`src/rtl/decumulate_pkg.sv`:
```
// Shared definitions for the decumulate block: FSM state encoding and
// default sizing constants.
package decumulate_pkg;

  localparam int N_DEFAULT        = 8;
  localparam int DEBOUNCE_DEFAULT = 1_000_000;

  typedef enum logic [1:0] {
    ST_EMPTY  = 2'd0,
    ST_HOLD   = 2'd1,
    ST_BORROW = 2'd2
  } state_t;

endpackage

```
`src/rtl/decumulate_if.sv`:
```
// Key, switch and LED bundle between the board side (master) and the
// decumulate core (slave).
interface decumulate_if #(
  parameter int N = 8
);
  logic         load_n;
  logic         take_n;
  logic [N-1:0] data;
  logic [N-1:0] total;
  logic         empty;
  logic         borrow;

  modport master (
    output load_n, take_n, data,
    input  total, empty, borrow
  );

  modport slave (
    input  load_n, take_n, data,
    output total, empty, borrow
  );
endinterface

```
`src/rtl/decumulate_key_press.sv`:
```
// Raw active-low pushbutton to one-cycle press pulse: 2-flop synchroniser,
// stability counter, debounced level and falling-edge pulse.
module key_press
  import decumulate_pkg::*;
#(
  parameter int DEBOUNCE = DEBOUNCE_DEFAULT
) (
  input  logic i_clk,
  input  logic i_rst,
  input  logic i_key_n,
  output logic o_press
);

  localparam int CW = (DEBOUNCE > 1) ? $clog2(DEBOUNCE) : 1;

  logic [1:0]    r_sync;
  logic          r_level;
  logic [CW-1:0] r_count;
  logic          r_press;
  logic          w_sync;

  assign w_sync  = r_sync[1];
  assign o_press = r_press;

  // The DEBOUNCE-th consecutive mismatching cycle commits the new level
  always_ff @(posedge i_clk) begin
    if (i_rst) begin
      r_sync  <= 2'b11;
      r_level <= 1'b1;
      r_count <= '0;
      r_press <= 1'b0;
    end else begin
      r_sync  <= {r_sync[0], i_key_n};
      r_press <= 1'b0;
      if (w_sync == r_level) begin
        r_count <= '0;
      end else if (r_count == CW'(DEBOUNCE - 1)) begin
        r_count <= '0;
        r_level <= w_sync;
        r_press <= ~w_sync;
      end else begin
        r_count <= r_count + CW'(1);
      end
    end
  end

endmodule

```
`src/rtl/decumulate.sv`:
```
// Countdown register: load from switches on one key, subtract switches on
// the other, clamping at zero with a sticky borrow flag.
module decumulate
  import decumulate_pkg::*;
#(
  parameter int N        = N_DEFAULT,
  parameter int DEBOUNCE = DEBOUNCE_DEFAULT
) (
  input logic         i_clk,
  input logic         i_rst,
  decumulate_if.slave bus
);

  logic         w_load;
  logic         w_take;
  logic [N:0]   w_diff;
  state_t       r_state;
  state_t       w_nextState;
  logic [N-1:0] r_total;
  logic [N-1:0] w_nextTotal;
  logic         r_borrow;
  logic         w_nextBorrow;

  key_press #(.DEBOUNCE(DEBOUNCE)) u_load (
    .i_clk   (i_clk),
    .i_rst   (i_rst),
    .i_key_n (bus.load_n),
    .o_press (w_load)
  );

  key_press #(.DEBOUNCE(DEBOUNCE)) u_take (
    .i_clk   (i_clk),
    .i_rst   (i_rst),
    .i_key_n (bus.take_n),
    .o_press (w_take)
  );

  // Top bit of the widened difference is the borrow out
  assign w_diff = {1'b0, r_total} - {1'b0, bus.data};

  always_ff @(posedge i_clk) begin
    if (i_rst) begin
      r_state  <= ST_EMPTY;
      r_total  <= '0;
      r_borrow <= 1'b0;
    end else begin
      r_state  <= w_nextState;
      r_total  <= w_nextTotal;
      r_borrow <= w_nextBorrow;
    end
  end

  // Load has priority; takes only act while something is held
  always_comb begin
    w_nextState  = r_state;
    w_nextTotal  = r_total;
    w_nextBorrow = r_borrow;
    if (w_load) begin
      w_nextTotal  = bus.data;
      w_nextBorrow = 1'b0;
      w_nextState  = (bus.data != '0) ? ST_HOLD : ST_EMPTY;
    end else if (w_take && r_state == ST_HOLD) begin
      if (w_diff[N]) begin
        w_nextTotal  = '0;
        w_nextBorrow = 1'b1;
        w_nextState  = ST_BORROW;
      end else if (w_diff[N-1:0] == '0) begin
        w_nextTotal = '0;
        w_nextState = ST_EMPTY;
      end else begin
        w_nextTotal = w_diff[N-1:0];
      end
    end
  end

  assign bus.total  = r_total;
  assign bus.empty  = (r_total == '0);
  assign bus.borrow = r_borrow;

endmodule

```
`src/flat_wrapper.sv`:
```
// flat-port wrapper written by rule: the top's interface ports become plain ports
module decumulate_flat import decumulate_pkg::*;
#(
  parameter int N        = N_DEFAULT,
  parameter int DEBOUNCE = DEBOUNCE_DEFAULT
)
  (i_clk, i_rst, bus_load_n, bus_take_n, bus_data, bus_total, bus_empty, bus_borrow);
  decumulate_if #(.N(N)) bus_i ();
  input logic i_clk;
  input logic i_rst;
  input wire logic [$bits(bus_i.load_n)-1:0] bus_load_n;
  input wire logic [$bits(bus_i.take_n)-1:0] bus_take_n;
  input wire logic [$bits(bus_i.data)-1:0] bus_data;
  output wire logic [$bits(bus_i.total)-1:0] bus_total;
  output wire logic [$bits(bus_i.empty)-1:0] bus_empty;
  output wire logic [$bits(bus_i.borrow)-1:0] bus_borrow;
  assign bus_i.load_n = bus_load_n;
  assign bus_i.take_n = bus_take_n;
  assign bus_i.data = bus_data;
  assign bus_total = bus_i.total;
  assign bus_empty = bus_i.empty;
  assign bus_borrow = bus_i.borrow;
  decumulate #(.N(N), .DEBOUNCE(DEBOUNCE)) u_core (.i_clk(i_clk), .i_rst(i_rst), .bus(bus_i));
endmodule
```
`config.mk`:
```
export PLATFORM = sky130hd
export DESIGN_NAME = decumulate_flat
export DESIGN_NICKNAME = d
export VERILOG_FILES = /design/src/rtl/decumulate_pkg.sv /design/src/rtl/decumulate_if.sv /design/src/rtl/decumulate_key_press.sv /design/src/rtl/decumulate.sv /design/src/flat_wrapper.sv
export SDC_FILE = /design/constraint.sdc
export NUM_CORES = 1
export LEC_CHECK = 0
export CORE_ASPECT_RATIO = 0.6
export CORE_MARGIN = 2
export CORE_UTILIZATION = 53
export DETAILED_ROUTE_END_ITERATION = 16
export HOLD_SLACK_MARGIN = 0.05
export PLACE_DENSITY = 0.76
export SLEW_MARGIN = 10
export SYNTH_ARGS = -nofsm -noshare
export SYNTH_HDL_FRONTEND = slang
export SYNTH_SLANG_ARGS = --single-unit
```
`constraint.sdc`:
```
create_clock -name i_clk -period 2 [get_ports i_clk]
set_input_delay 0.4 -clock i_clk [delete_from_list [all_inputs] [get_ports i_clk]]
set_output_delay 0.4 -clock i_clk [all_outputs]
set_load 0.01 [all_outputs]
```
* Yosys cells after proc, flatten, opt, wreduce, memory -nomap -nowiden *
Index checks and enable logic that the tools add are counted.

word-level totals
  register bits after elaboration = 59
  bits in latches = 0
  memory bits (writable) = 0
  ROM bits = 0
  input bits = 12
  output and inout bits = 10
  logic and storage cells = 49
  memories = 0

operators by class
  $add $sub $neg = 3
  multipliers = 0
  div/mod/pow operators = 0
  magnitude comparators = 0
  equality and inequality tests = 5
  shift operators = 0
  muxes and demuxes = 9
  bitwise logic cells = 6
  reduce and logical (&&, ||, !) cells = 15

operators with widths
  cell                   number
  $add 20x1->20 const B  2
  $eq 20x20->1 const B   2
  $mux 8                 4
  $logic_not 8->1        2
  $reduce_or 3->1        4
  $sub 8x8->9            1
  $mux 2                 4
  $reduce_and 2->1       4
  $reduce_bool 8->1      1
  $not 1->1              6
  $reduce_bool 3->1      1
  $eq 1x1->1             2
  $eq 2x1->1 const B     1
  $reduce_bool 2->1      1
  $reduce_or 2->1        1
  $logic_and 1x1->1      1
  $mux 1                 1

* Longest topological paths before layout *
  word-level depth = 6
  gate-level depth with buffers = 10
  mapped depth without buffers = 9

* Hierarchy *
A second synthesis with hierarchy kept.

unflattened totals
  cell total of the unflattened synthesis = 331
  area total of the unflattened synthesis = 3001.6 µm²

by module, submodules not included
  module      instances  cells an instance  area each (µm²)  seq. area each (µm²)
  key_press   2          115                1069.8           480.5
  decumulate  1          101                862.1            220.2

* Worst setup path after synthesis *
Ideal clock, no wire load.

  path type = register -> register
  from = register u_core.r_total[0], in the netlist u_core.bus.total[0]
  to = register u_core.r_state[0]
  setup time = 0.139 ns
  data arrival time = 1.916 ns
  required time = 1.861 ns
  path slack = -0.056 ns
  cell stages (with the launch flop) = 10
  path buffers = 0
  period minus slack after synthesis = 2.056 ns
  cell sequence = dfxtp_1 > inv_1 > ha_1 > inv_1 > fa_1 > a21o_1 > a221oi_2 > xnor2_1 > nor4_2 > a221oi_1

on the way
  longest elaborated chain between the ends = 4
  elaborated cells between the ends (all ways) = 7
  classes of those cells = 1 x add/sub; 3 x mux; 3 x reduce/logical

RTL lines
  what                                                   line                                source
  start, declared                                        decumulate.sv:19                    logic [N-1:0] r_total;
  start signal, assigned                                 decumulate.sv:48                    r_total <= w_nextTotal;
  $sub 8x8->9 (*)                                        decumulate.sv:39                    assign w_diff = {1'b0, r_total} - {1'b0, bus.data};
  $logic_not 8->1 or $mux 2 (tied branches)              decumulate.sv:67, decumulate.sv:63
  $reduce_bool 3->1 (no line) or $mux 2 (tied branches)  n/a
  $reduce_and 2->1 (no line) or $mux 2 (tied branches)   n/a
  end signal, assigned                                   decumulate.sv:47                    r_state <= w_nextState;
  end, declared                                          decumulate.sv:17                    state_t r_state;

Mark *: on every way between the ends. The rest lies on a longest branch, timed or not. The select of a mux whose other input is x is not followed.
A chain may end at the register's enable or synchronous reset.

* Final worst setup path *
Same ends and word-level chain as after synthesis.

==> impl_metrics.json <==
{
  "gp_congestion": 0.840,
  "fin_area_sq_um": 4070,
  "hold_start": "u_core.u_take.r_sync[0]$_SDFF_PP1_",
  "grt_max_degree": 21,
  "whs_path_depth": 1,
  "drc": 0,
  "startpoint_type": "flop",
  "avgSynthCellArea_sq_um": 8.68,
  "arrival_ns": 2.45,
  "dpl_cell_area_sq_um": 3540,
  "wl_per_cell_um": 15.7,
  "synth_top_family_by_area": "simple AND/OR/NAND/NOR gates",
  "cts_buffer_depth": 2,
  "grt_pass1_wl_mm": 12.3,
  "cp.required_ns": 2.21,
  "grtUsageMet1_pct": 32.4,
  "diodes": 0,
  "hold_class": "flop to flop",
  "ff2ff_setup_slack_ns": -0.23,
  "synth_xor_area_share_pct": 11.8,
  "vias": 2725,
  "critPathMaxFanout": 2,
  "synthToLayoutAreaGrowth_pct": 33.6,
  "ioPinCount": 22,
  "routed_wirelength_mm": 7.79,
  "synthTopCellsByArea": "dfxtp_1 (39%), xnor2_1 (8.3%), nor2_1 (7.4%)",
  "crit_buf_inv": 2,
  "yosys.area_share.adder_pct": 5.17,
  "leakage_nw": 1.47,
  "timing.rr.start": "u_core.bus.total[0]$_SDFFE_PP0P_",
  "async_flop_share_pct": 0,
  "synth-seq-cells": 59,
  "drtAntennaViolNets": 0,
  "n_fill_cell": 400,
  "drt_iter0_drc": 124,
  "core_sq_um": 5570,
  "ys_seq_area_share_pct": 38.8,
  "nets": 434,
  "rows": 21,
  "synthSimpleGateAreaFrac_pct": 30.3,
  "ir_worst_vdd_uv": 609,
  "outcome": "finished with violations",
  "yosysTopAreaCell": "dfxtp_1",
  "reg2reg_to": "u_core.r_state[0]$_SDFFE_PP0P_",
  "final-hold-violation-count": 0,
  "grt_usage_pct": 24.4,
  "drive_above_1_share_pct": 27.5,
  "synthDominantCellAreaShare_pct": 38.8,
  "drv_slew": 0,
  "tritoncts": "built",
  "place.port_buffers": 21,
  "syn_nets": 375,
  "finalCriticalPeriod_ns": 2.23,
  "cts_root_buf": "clkbuf_8",
  "dr.pass1.iters": 7,
  "insertion_delay_ns": 0.34,
  "antenna_found_initial": 0,
  "crit_top_cell": "inv_2",
  "violations": "setup timing",
  "path_class": "flop to flop",
  "synth_cells": 351,
  "ys_types": 55,
  "synth_warnings": 0,
  "clk_pin_slew_ns": 0.07,
  "slew_headroom_pct": 59.7,
  "grt_pass1_vias": 2687,
  "cpPeakStageDelay_ns": 0.39,
  "cts_made_buffers": 9,
  "slowest_stage": "nor4_2",
  "die_area_sq_um": 6390,
  "h-tree-depth": 3,
  "dp_hpwl_mm": 4.70,
  "crit_chain": "inv_2 > ha_4 > inv_2 > fa_2 > a21o_1 > a221oi_4 > xnor2_2 > nor4_2 > a221oi_1",
  "die_x_um": 102,
  "synth_edf_count": 0,
  "use_met2_pct": 37.7,
  "die_y_um": 62.7,
  "synthMuxAreaShare_pct": 0.698,
  "min_period_over_period_pct": 112,
  "final_core_util_pct": 73.0,
  "crit_family": "compound AO/OA/AOI/OAI gates",
  "cts.sinks": 59,
  "ys.flop_type": "dfxtp_1",
  "synth_compound_area_share_pct": 8.46,
  "cp-end-kind": "flop",
  "setup_viol": 10,
  "setup_ws_ns": -0.232,
  "worstMarginPinSlew_ns": 0.602,
  "grt_overflow": 0,
  "grtUsageMet3_pct": 8.84,
  "timing.fmax_ghz": 0.448,
  "r2r_cells": 9,
  "timing.max_cap.violations": 0,
  "fin_tns_setup_ns": -1.12,
  "syn-cell-area_sq_um": 3050,
  "p_per_area_nw_per_um2": 635,
  "clock-skew-final_ns": 0.00473,
  "via_per_inst": 5.51,
  "hold_end": "u_core.u_take.r_sync[1]$_SDFF_PP1_",
  "busiest_layer": "met2",
  "rsz0062_at_grt": "yes",
  "start_util_pct": 54.7
}
how the worst max path moves through the flow:
stage / to / start / slack [ns] / cells after the start
after floorplan: u_core.r_state[0]$_SDFFE_PP0P_ / u_core.bus.total[0]$_SDFFE_PP0P_ / 0.02 / 9
after global placement: u_core.r_state[0]$_SDFFE_PP0P_ / bus_data[0] / -0.56 / 9
after detailed placement: u_core.r_state[0]$_SDFFE_PP0P_ / bus_data[0] / -0.61 / 9
after CTS: u_core.bus.total[6]$_SDFFE_PP0P_ / u_core.bus.total[0]$_SDFFE_PP0P_ / -0.07 / 10
after global routing: u_core.r_state[0]$_SDFFE_PP0P_ / u_core.bus.total[0]$_SDFFE_PP0P_ / -0.33 / 11
final: u_core.r_state[0]$_SDFFE_PP0P_ / u_core.bus.total[0]$_SDFFE_PP0P_ / -0.23 / 9
what timing repair did:
item | in CTS | in global routing
pin swaps | 18 | 12
hold buffers | 0 | 0
setup endpoints to repair | 12 | 11
buffers inserted | 4 | 3
resized for setup | 38 | 29
per-stage QoR:
step	instances	power [W]	setup WS (ns)	hold WS, ns
global route	495	0.00267	-0.332	0.422
finish	495	0.00258	-0.232	0.408
CTS	493	0.00258	-0.0706	0.410
global placement	473	0.00134	-0.557	0.392
floorplan	351	0.00127	0.0219	0.389
detailed placement	473	0.00134	-0.610	0.393
per-layer routing:
layer | up-vias | wire length, um | part of all wire (%)
met2 | 108 | 3650 | 47
met5 | - | 0 | 0
met1 | 1259 | 3400 | 44
met3 | 22 | 526 | 6.8
li1 | 1336 | - | -
met4 | 0 | 216 | 2.8
report_power, final:
| group | internal, W | leakage [nW] | total, W | switching, W |
|---|---|---|---|---|
| combinational | 0.0000865 | 0.888 | 0.000171 | 0.0000842 |
| sequential | 0.00118 | 0.477 | 0.00118 | 0.00000328 |
| clock | 0.000735 | 0.108 | 0.00123 | 0.000496 |
| total | 0.00200 | 1.47 | 0.00258 | 0.000583 |
state kept, by name (all words and copies together) (netlist names):
register,count
u_core.u_load.r_count,20
u_core.u_take.r_count,20
u_core.bus.total,8
u_core.r_state,2
u_core.u_load.r_sync,2
u_core.u_take.r_sync,2
u_core.bus.borrow,1
u_core.u_load.o_press,1
u_core.u_load.r_level,1
u_core.u_take.o_press,1
u_core.u_take.r_level,1
area by class of cell:
cell class | count | area (sq um) | share of cell area (%)
multi-input cells | 262 | 1950 | 48.0
flip-flops and latches | 59 | 1180 | 29.1
repair buffers | 61 | 541 | 13.3
clock buffers | 10 | 138 | 3.38
well taps | 80 | 100 | 2.46
clock inverters | 6 | 88.8 | 2.18
inverters | 17 | 63.8 | 1.57
cells by family (layout without fill, tap and decap cells):
group,Yosys count,count (layout)
AO/OA/AOI/OAI,39,39
XOR/XNOR,41,41
adder cells (fa/ha/maj),12,12
flip-flops,59,59
multiplexers,2,2
buffers and inverters,30,94
AND/OR/NAND/NOR,168,168
synth_stat cells (4+ instances only):
library cell  number
and3_1             7
xnor2_1           29
nor2b_1            4
nand3_1           20
dfxtp_1           59
ha_1              11
a21oi_1           18
clkbuf_1           5
nor3_1            10
a221oi_1           4
nand4_1            9
xor2_1            12
nor2_1            60
or2_2              4
nand3b_1           4
nand2_1           17
inv_1             17
nor4_1             7
layout by cell type (no fill, tap or decap), types with 3 or more instances in the layout:
cell             instances
a21o_1                   3
a21oi_1                 13
a21oi_2                  4
a221oi_2                 3
and3_1                   6
buf_4                   33
buf_6                    6
clkbuf_8                10
clkdlybuf4s50_1         14
dfxtp_1                 57
dlygate4sd2_1            4
ha_1                     5
ha_4                     5
inv_1                   11
inv_2                    6
nand2_1                 16
nand3_1                 15
nand3_2                  5
nand3b_1                 4
nand4_1                  9
nor2_1                  58
nor2b_1                  4
nor3_1                  10
nor4_1                   7
or2_2                    4
xnor2_1                 27
xor2_1                  11
(Power assumes the default switching activity.)
